<file path="src/rtl/sdm_sinc3_decim.sv">
// Third-order CIC (sinc3) decimator that reconstructs the input word of a
// MASH 1-1-1 delta-sigma modulator from its signed output stream.
module sdm_sinc3_decim #(
  parameter  int IN_W  = 4,
  parameter  int LOG2R = 8,
  localparam int OUT_W = IN_W + 3 * LOG2R
) (
  input  logic                    clk,
  input  logic                    rst,
  input  logic                    en_i,
  input  logic signed [IN_W-1:0]  y_i,
  output logic signed [OUT_W-1:0] data_o,
  output logic                    valid_o,
  output logic                    ovf_o
);

  logic signed [OUT_W-1:0] i1, i2, i3;
  logic signed [OUT_W-1:0] d1, d2, d3;
  logic signed [OUT_W-1:0] c1, c2, c3;
  logic signed [OUT_W-1:0] y_ext;
  logic        [LOG2R-1:0] cnt;
  logic                    tick;
  logic                    out_of_range;

  // Integrator and comb arithmetic wraps modulo 2^OUT_W; the combs cancel the
  // integrator wrap exactly, so no saturation is needed anywhere.
  always_comb begin
    y_ext        = {{(OUT_W-IN_W){y_i[IN_W-1]}}, y_i};
    out_of_range = (int'(y_i) < -3) || (int'(y_i) > 4);
    tick         = en_i && (cnt == '1);
    c1           = i3 - d1;
    c2           = c1 - d2;
    c3           = c2 - d3;
  end

  always_ff @(posedge clk or posedge rst) begin
    if (rst) begin
      i1      <= '0;
      i2      <= '0;
      i3      <= '0;
      d1      <= '0;
      d2      <= '0;
      d3      <= '0;
      cnt     <= '0;
      data_o  <= '0;
      valid_o <= 1'b0;
      ovf_o   <= 1'b0;
    end else begin
      valid_o <= tick;
      if (en_i) begin
        i1  <= i1 + y_ext;
        i2  <= i2 + i1;
        i3  <= i3 + i2;
        cnt <= cnt + LOG2R'(1);
        if (out_of_range) begin
          ovf_o <= 1'b1;
        end
      end
      if (tick) begin
        d1     <= i3;
        d2     <= c1;
        d3     <= c2;
        data_o <= c3;
      end
    end
  end

endmodule
</file>
<file path="config.mk">
export PLATFORM = sky130hd
export DESIGN_NAME = sdm_sinc3_decim
export DESIGN_NICKNAME = d
export VERILOG_FILES = /design/src/rtl/sdm_sinc3_decim.sv
export SDC_FILE = /design/constraint.sdc
export NUM_CORES = 1
export LEC_CHECK = 0
export BUFFER_PORTS_ARGS = -buffer_cell sky130_fd_sc_hd__buf_2
export CAP_MARGIN = 15
export CORE_MARGIN = 4
export CORE_UTILIZATION = 60
export DETAILED_ROUTE_END_ITERATION = 12
export GPL_TIMING_DRIVEN = 0
export HOLD_SLACK_MARGIN = 0.15
export PLACE_DENSITY = 0.77
export REMOVE_ABC_BUFFERS = 1
export SLEW_MARGIN = 20
export SYNTH_ARGS = -nofsm -noshare
export SYNTH_HDL_FRONTEND = slang
export SYNTH_SLANG_ARGS = --single-unit
</file>
<file path="constraint.sdc">
create_clock -name clk -period 12.9 [get_ports clk]
set_input_delay 0.645 -clock clk [delete_from_list [all_inputs] [get_ports clk]]
set_output_delay 0.645 -clock clk [all_outputs]
set_load 0.005 [all_outputs]
</file>
==> summary.txt, run 1 <==
status = finished, final reports clean
drt wl/cell = 14.30 um
Ys Warns = 0
unrepaired setup endpoints after global routing = no
Hold Crit Class = input port to asynchronous set/reset pin
Via density = 5.736
CP Launch Type = register
Slew headroom = 40.55%
post-route insts no fill = 2096
Post-Synthesis Cells = 1717
Nets = 1925
CP required = 13.30 ns
slowest CP cell = fa_1
global route total overflow = 0
reg2reg setup slack = 6.13 ns
CP max stage delay = 0.41 ns
drt first-iter violations = 703
clock sinks = 206
Clock Latency Late Sink = 0.52 ns
Leakage = 8.026 nW
TNS Setup = 0 ns
Worst Clk Skew = 0.009481 ns
crit path max fanout = 5
CTS clk-pin slew, worst paths = 0.06 ns
top cells by count, synth = dfrtp_1, nand2_1, ha_1, a21oi_1, inv_1
TritonRoute pass-1 iters = 5
Yosys cell types = 73
H-Tree Depth = 1
placed cells = 2053
CTS tree = done
initial antenna violation count = 0
Max Cap Viol = 0
Area contributors post-synth = dfrtp_1, ha_1, xnor2_1
DP HPWL = 21850 um
total power = 4.485 mW
power per cell area = 266.7 nW/um^2
worst reg2reg path endpoint = data_o[27]
DRC = 0
clk buf depth = 3
crit path to = data_o[27]
Die Y = 168.0 um
area grow syn2layout = 9.429%
top cell type by total area after synthesis = dfrtp_1
Top FF cell, synth = dfrtp_1
Yosys top cell area share = 33.55%
sequential area share after synthesis = 33.55%
fin crit share = 52.48%
pin count of the biggest net entering global routing = 111
vias in the first global route = 11788
Final Max Slew Viols = 0
Period minus WS final = 6.769 ns
Total Routing Usage GR = 21.19%
Yosys reg bits = 206
count of final setup violators = 0
first-pass GRT wire length = 52830 um
final WL = 29980 um
antenna cells = 0
# rows = 58
Core Region = 25180 sq um
# hold bufs at CTS = 0
Placer Congestion = 0.9121
critical path endpoint category = register
IO Count = 37
DRT antenna net count = 0
total vias in the final route = 12022
Reg-to-Reg Start = i3[0]
ys async rst share = 100.0%
Starting Density = 61.02%
final core utilization = 66.77%
post-CTS setup repair buffer count = 0
syn avg cell area = 8.949 sq um
WP data arrival = 7.17 ns
Achievable Freq = 0.1477 GHz
Fin. Hold Viols = 0
Port Buffers = 36
Crit Path Category = register to register
number of synthesized flops with an enable pin = 0
die area = 28230 sq um
top-count cell post-synth = dfrtp_1
Worst-Margin Slew = 0.8907 ns
post_cts resized = 0
cell area after synthesis = 15370 sq um
Die W = 168.0 um
critical path startpoint = i3[0]
CTS Buf Count = 24
layout cell share with drive strength beyond 1 = 9.796%
VDD IR max = 131.7 uV
R2R depth = 30
CTS Root Cell = clkbuf_16
[worst min path at each step]
stage | startpoint | endpoint
after floorplan | cnt[5] | cnt[5]
after global placement | ovf_o | ovf_o
after detailed placement | ovf_o | ovf_o
after CTS | rst | data_o[7]
after global routing | rst | data_o[7]
final | rst | data_o[13]
[registers in the layout (all words and copies together) (netlist names)]
register / flops
d1: 28
d2: 28
d3: 28
data_o: 28
i1: 28
i2: 28
i3: 28
cnt: 8
ovf_o: 1
valid_o: 1
[critical path: cells and delay by family, from the launching register on]
kind	cells	cell delay (ns)
AO/OA/AOI/OAI	16	3.46
adder cells (fa/ha/maj)	4	1.26
AND/OR/NAND/NOR	5	0.70
XOR/XNOR	3	0.54
flip-flops	1	0.35
multiplexers	1	0.26
buffers and inverters	1	0.08
[area by class of cell]
type,instances,area (sq um)
Fill cell,1968,8367
Clock inverter,12,121.4
Sequential cell,206,5155
Timing Repair Buffer,44,354.1
Clock buffer,31,688.2
Multi-Input combinational cell,1333,9550
Tap cell,330,412.9
Inverter,140,533.0
[metrics by stage]
step                instance area, sq um  hold slack, ns  setup slack, ns
finish                             16810          0.2602            6.131
global route                       16810          0.3241            5.607
CTS                                16810          0.2769            6.207
detailed placement                 16010          0.4416            6.243
global placement                   15820          0.4361            4.444
floorplan                          15220          0.4376            6.631
[metal layers]
metal | part of all wire, % | vias to the layer above | track usage, %
met3 | 2.8 | 53 | 2.066
met2 | 48 | 178 | 37.86
met1 | 47 | 5568 | 27.61
met4 | 2.2 | 0 | 5.646
met5 | 0 | - | 0
li1 | - | 6223 | -
[report_power, final]
part	total [mW]	internal (mW)	switching (mW)
registers	0.970	0.809	0.161
logic	2.83	1.32	1.51
clock network	0.689	0.416	0.273
total	4.49	2.54	1.94
[cell families after synthesis]
group                      count (synthesis)  synth area share, %
and+or+nand+nor                          416                12.75
DFF                                      206                33.55
xor gates and xnor gates                 138                8.004
AOI/OAI and AO/OA                        535                21.80
buffers and inverters                    178                4.348
muxes                                     75                5.496
adders and majority gates                169                14.05
[placed cells by master (no fill, tap or decap), drive strengths merged, types with 12 or more instances in the layout]
cell type | synthesis | routed
a21o | 56 | 56
a21oi | 145 | 145
a31oi | 13 | 13
and3 | 15 | 15
buf | 8 | 44
clkbuf | 30 | 31
dfrtp | 206 | 206
ha | 163 | 163
inv | 140 | 140
mux2 | 72 | 72
nand2 | 171 | 171
nand2b | 27 | 27
nand3 | 33 | 33
nand4 | 16 | 16
nor2 | 76 | 76
nor2b | 22 | 22
nor3 | 23 | 23
o211ai | 12 | 12
o21a | 26 | 26
o21ai | 169 | 169
o21bai | 27 | 27
xnor2 | 94 | 94
xor2 | 43 | 43
(Power assumes the default switching activity.)
==> run 2, diff against run 1 <==
clock period = 6.27 ns   (was 12.9 ns; I/O delays follow)
==> summary.txt, run 2 (same netlist as run 1, synthesis figures left out) <==
status = finished, final reports clean
DRC = 0
Clock Latency Late Sink = 0.52 ns
DRT antenna net count = 0
TNS Setup = 0 ns
Fin. Hold Viols = 0
# rows = 58
Crit Path Category = register to register
Worst Clk Skew = 0.01165 ns
CTS Root Cell = clkbuf_16
IO Count = 37
Core Region = 25180 sq um
initial antenna violation count = 0
Nets = 1944
Port Buffers = 36
Buf+Inv Stages, Crit Path = 1
Starting Density = 61.02%
critical path endpoint category = register
most frequent cells in the layout = dfrtp_1, nand2_1, ha_1
vias in the first global route = 11876
R2R depth = 30
CP Launch Type = register
slowest CP cell = a221o_1
final WL = 30770 um
DP HPWL = 21850 um
Final Max Slew Viols = 0
Top delay family on crit path = compound AO/OA/AOI/OAI gates
commonest non-fill, non-tap cell in the layout = dfrtp_1
CTS Buf Count = 24
CP max stage delay = 0.39 ns
layout cell share with drive strength beyond 1 = 12.94%
WP data arrival = 6.45 ns
crit path max fanout = 3
global route total overflow = 0
drt first-iter violations = 668
Via density = 5.771
pre-CTS setup slack = -0.3874 ns
WHS Path Cells = 3
Period minus WS final = 6.057 ns
die area = 28230 sq um
area grow syn2layout = 11.77%
CP required = 6.67 ns
multi-input logic area = 9762 sq um
cell mode on critical path = o21ai_2
H-Tree Depth = 1
Total Routing Usage GR = 21.32%
CTS clk-pin slew, worst paths = 0.06 ns
count of final setup violators = 0
clock sinks = 206
Hold Crit Class = input port to register
reg2reg setup slack = 0.21 ns
clk buf depth = 3
total vias in the final route = 12206
Final WS setup = 0.2133 ns
VDD IR max = 273.1 uV
Leakage = 8.133 nW
Fill cells = 1915
Die Y = 168.0 um
Register Area = 5157 sq um
drt wl/cell = 14.55 um
antenna cells = 0
stages on the worst setup path = 30
first-pass GRT wire length = 53130 um
CTS tree = done
TritonRoute pass-1 iters = 5
Placer Congestion = 0.9121
Die W = 168.0 um
Max Cap Viol = 0
Achievable Freq = 0.1651 GHz
Worst-Margin Slew = 0.8891 ns
power per cell area = 548.7 nW/um^2
pin count of the biggest net entering global routing = 111
fin crit share = 96.60%
Slew headroom = 40.66%
unrepaired setup endpoints after global routing = yes
total power = 9.423 mW
run 2: cell types whose count changed in the layout (fill, tap and decap cells not counted), sizes merged:
cell / delta
dlygate4sd3: +1
buf: +18
run 2: stage by stage:
stage / area, sq um / instances / utilization (%) / hold WS, ns
global route: 17170 / 2115 / 68.20 / 0.2130
floorplan: 15220 / 1679 / - / 0.3982
finish: 17170 / 2115 / 68.20 / 0.2044
CTS: 16870 / 2101 / 67.01 / 0.1885
detailed placement: 16010 / 2053 / 63.56 / 0.4416
global placement: 15820 / 2045 / 62.81 / 0.4361
run 2: final cells by class:
type,count,area share [%]
inverters,140,3.104
flip-flops and latches,206,30.03
repair buffers,63,2.907
clock buffers,31,4.007
multi-input cells,1333,56.84
well taps,330,2.404
clock inverters,12,0.7067
run 2: timing repair:
| item | in CTS | in global routing |
|---|---|---|
| hold endpoints to repair | 96 | 0 |
| pin swaps | 4 | 28 |
| buffers inserted | 4 | 14 |
| setup endpoints to repair | 5 | 9 |
| hold buffers | 1 | 0 |
| resized for setup | 5 | 45 |
run 2: worst paths after layout:
check / from / endpoint
max: i3[0] / data_o[27]
min: y_i[0] / i1[0]
max reg2reg: i3[0] / data_o[27]
min reg2reg: ovf_o / ovf_o
max in group asynchronous: rst / i3[10]
min in group asynchronous: rst / data_o[13]
run 2: where the power goes:
part,internal [mW],switching [mW]
clock,0.856,0.563
combinational,2.82,3.18
sequential,1.67,0.337
run 2: metal layers:
layer  GRT usage (%)  share of wire [%]  up-vias
met5               0                  0        -
met4           5.857                2.4        0
met3           2.113                2.9       60
met2           38.09                 48      215
met1           27.69                 47     5668
li1                -                  -     6263
run 2: worst min-delay path, stage by stage:
cell and delay (ns):
buf_2 0.10, ha_1 0.13, mux2_2 0.14
==> run 3, diff against run 2 <==
clock period = 6.96 ns   (was 6.27 ns; I/O delays follow)
==> summary.txt, run 3 (same netlist as run 1, synthesis figures left out) <==
status = finished, final reports clean
power per cell area = 494.6 nW/um^2
vias in the first global route = 11794
VDD IR max = 244.1 uV
crit path max fanout = 6
CTS Buf Count = 24
total vias in the final route = 12030
clock sinks = 206
initial antenna violation count = 0
Die W = 168.0 um
Clock Latency Late Sink = 0.52 ns
critical path startpoint = i3[0]
Net Switching = 3.608 mW
layout cell share with drive strength beyond 1 = 10.01%
CTS clk-pin slew, worst paths = 0.06 ns
TritonRoute pass-1 iters = 5
Via density = 5.734
count of final setup violators = 0
Internal = 4.724 mW
Die Y = 168.0 um
Slew headroom = 40.39%
most frequent cells in the layout = dfrtp_1, nand2_1, ha_1
Crit Path Category = register to register
TNS Setup = 0 ns
area grow syn2layout = 9.633%
reg2reg setup slack = 0.38 ns
fin crit share = 94.53%
first-pass GRT wire length = 52850 um
Leakage = 8.036 nW
DRT antenna net count = 0
drt wl/cell = 14.35 um
CP required = 7.36 ns
antenna cells = 0
pin count of the biggest net entering global routing = 111
Flop pwr share = 21.6%
Nets = 1927
Period minus WS final = 6.579 ns
commonest non-fill, non-tap cell in the layout = dfrtp_1
HP Start = y_i[0]
IO Count = 37
Worst-Margin Slew = 0.8932 ns
unrepaired setup endpoints after global routing = no
pre-CTS setup slack = 0.3026 ns
Placer Congestion = 0.9121
clk buf depth = 3
CP Launch Type = register
slowest CP cell = a211oi_1
CP max stage delay = 0.61 ns
DP HPWL = 21850 um
Final Max Slew Viols = 0
Reg-to-Reg Start = i3[0]
Port Buffers = 36
Achievable Freq = 0.1520 GHz
drt first-iter violations = 731
# rows = 58
final WL = 30120 um
Total Routing Usage GR = 21.20%
H-Tree Depth = 1
Sw Share = 43.30%
DRC = 0
CTS Root Cell = clkbuf_16
Hold Crit Class = input port to register
clock power share = 15.3%
Max Cap Viol = 0
Fin. Hold Viols = 0
final core utilization = 66.90%
global route total overflow = 0
Fill cells = 1962
WP data arrival = 6.98 ns
CTS tree = done
combinational share of power = 63.1%
die area = 28230 sq um
Worst Clk Skew = 0.009281 ns
Core Region = 25180 sq um
critical path endpoint category = register
Final WS setup = 0.3806 ns
Starting Density = 61.02%
WHS = 0.2403 ns
==> run 3: changes by cell type in the layout (fill, tap and decap cells not counted), sizes merged <==
cell  change
buf      -17
==> run 3: final cells by class <==
| cell class | count | area, sq um | share of cell area, % |
|---|---|---|---|
| tap | 330 | 412.9 | 2.451 |
| sequential | 206 | 5155 | 30.60 |
| clock buffer | 31 | 688.2 | 4.085 |
| inverter | 140 | 533.0 | 3.164 |
| clock inverter | 12 | 121.4 | 0.7204 |
| timing repair buffer | 46 | 371.6 | 2.206 |
| multi-input combinational | 1333 | 9564 | 56.77 |
==> run 3: worst max-delay path, delay by kind of cell (launching register included) <==
| kind | cells | cell delay, ns |
|---|---|---|
| buffers and inverters | 1 | 0.08 |
| and+or+nand+nor | 6 | 0.87 |
| muxes | 1 | 0.26 |
| DFF | 1 | 0.35 |
| AOI/OAI and AO/OA | 13 | 3.17 |
| adders and majority gates | 4 | 1.36 |
| xor gates and xnor gates | 2 | 0.35 |
==> run 3: final timing paths <==
path                         endpoint  cells after the start
max                        data_o[27]                     27
min in group asynchronous  data_o[13]                      3
max in group asynchronous      i2[22]                      4
min reg2reg                     ovf_o                      1
max reg2reg                data_o[27]                     27
min                             i1[0]                      3
==> run 3: per-stage QoR <==
stage                     cells  power (mW)  cell area (sq um)
final                      2098       8.333              16850
after global routing       2098       9.120              16850
after CTS                  2097       8.305              16820
after detailed placement   2053       6.960              16010
after global placement     2045       6.770              15820
after floorplan            1679       6.060              15220
==> run 3: power groups by stage <==
| stage | logic [mW] | clock network, mW | registers, mW |
|---|---|---|---|
| 6_report | 5.26 | 1.28 | 1.80 |
| 5_1_grt | 5.92 | 1.35 | 1.84 |
| 4_1_cts | 5.21 | 1.30 | 1.79 |
| 3_5_place_dp | 5.15 | 0 | 1.81 |
| 3_3_place_gp | 4.97 | 0 | 1.80 |
| 2_1_floorplan | 4.35 | 0 | 1.71 |
==> run 3: metal layers <==
layer  vias up  GRT usage [%]  wire length [um]
met5         -              0                 0
met4         0          5.646               664
met3        53          2.066               813
met2       176          37.91             14460
met1      5576          27.60             14180
li1       6225              -                 -
==> run 3: repair_timing <==
item,4_1_cts,5_1_grt
hold endpoints to repair,96,0
endpoints found under the setup margin,0,3
buffers inserted,0,1
resized for setup,0,4
hold buffers,1,0
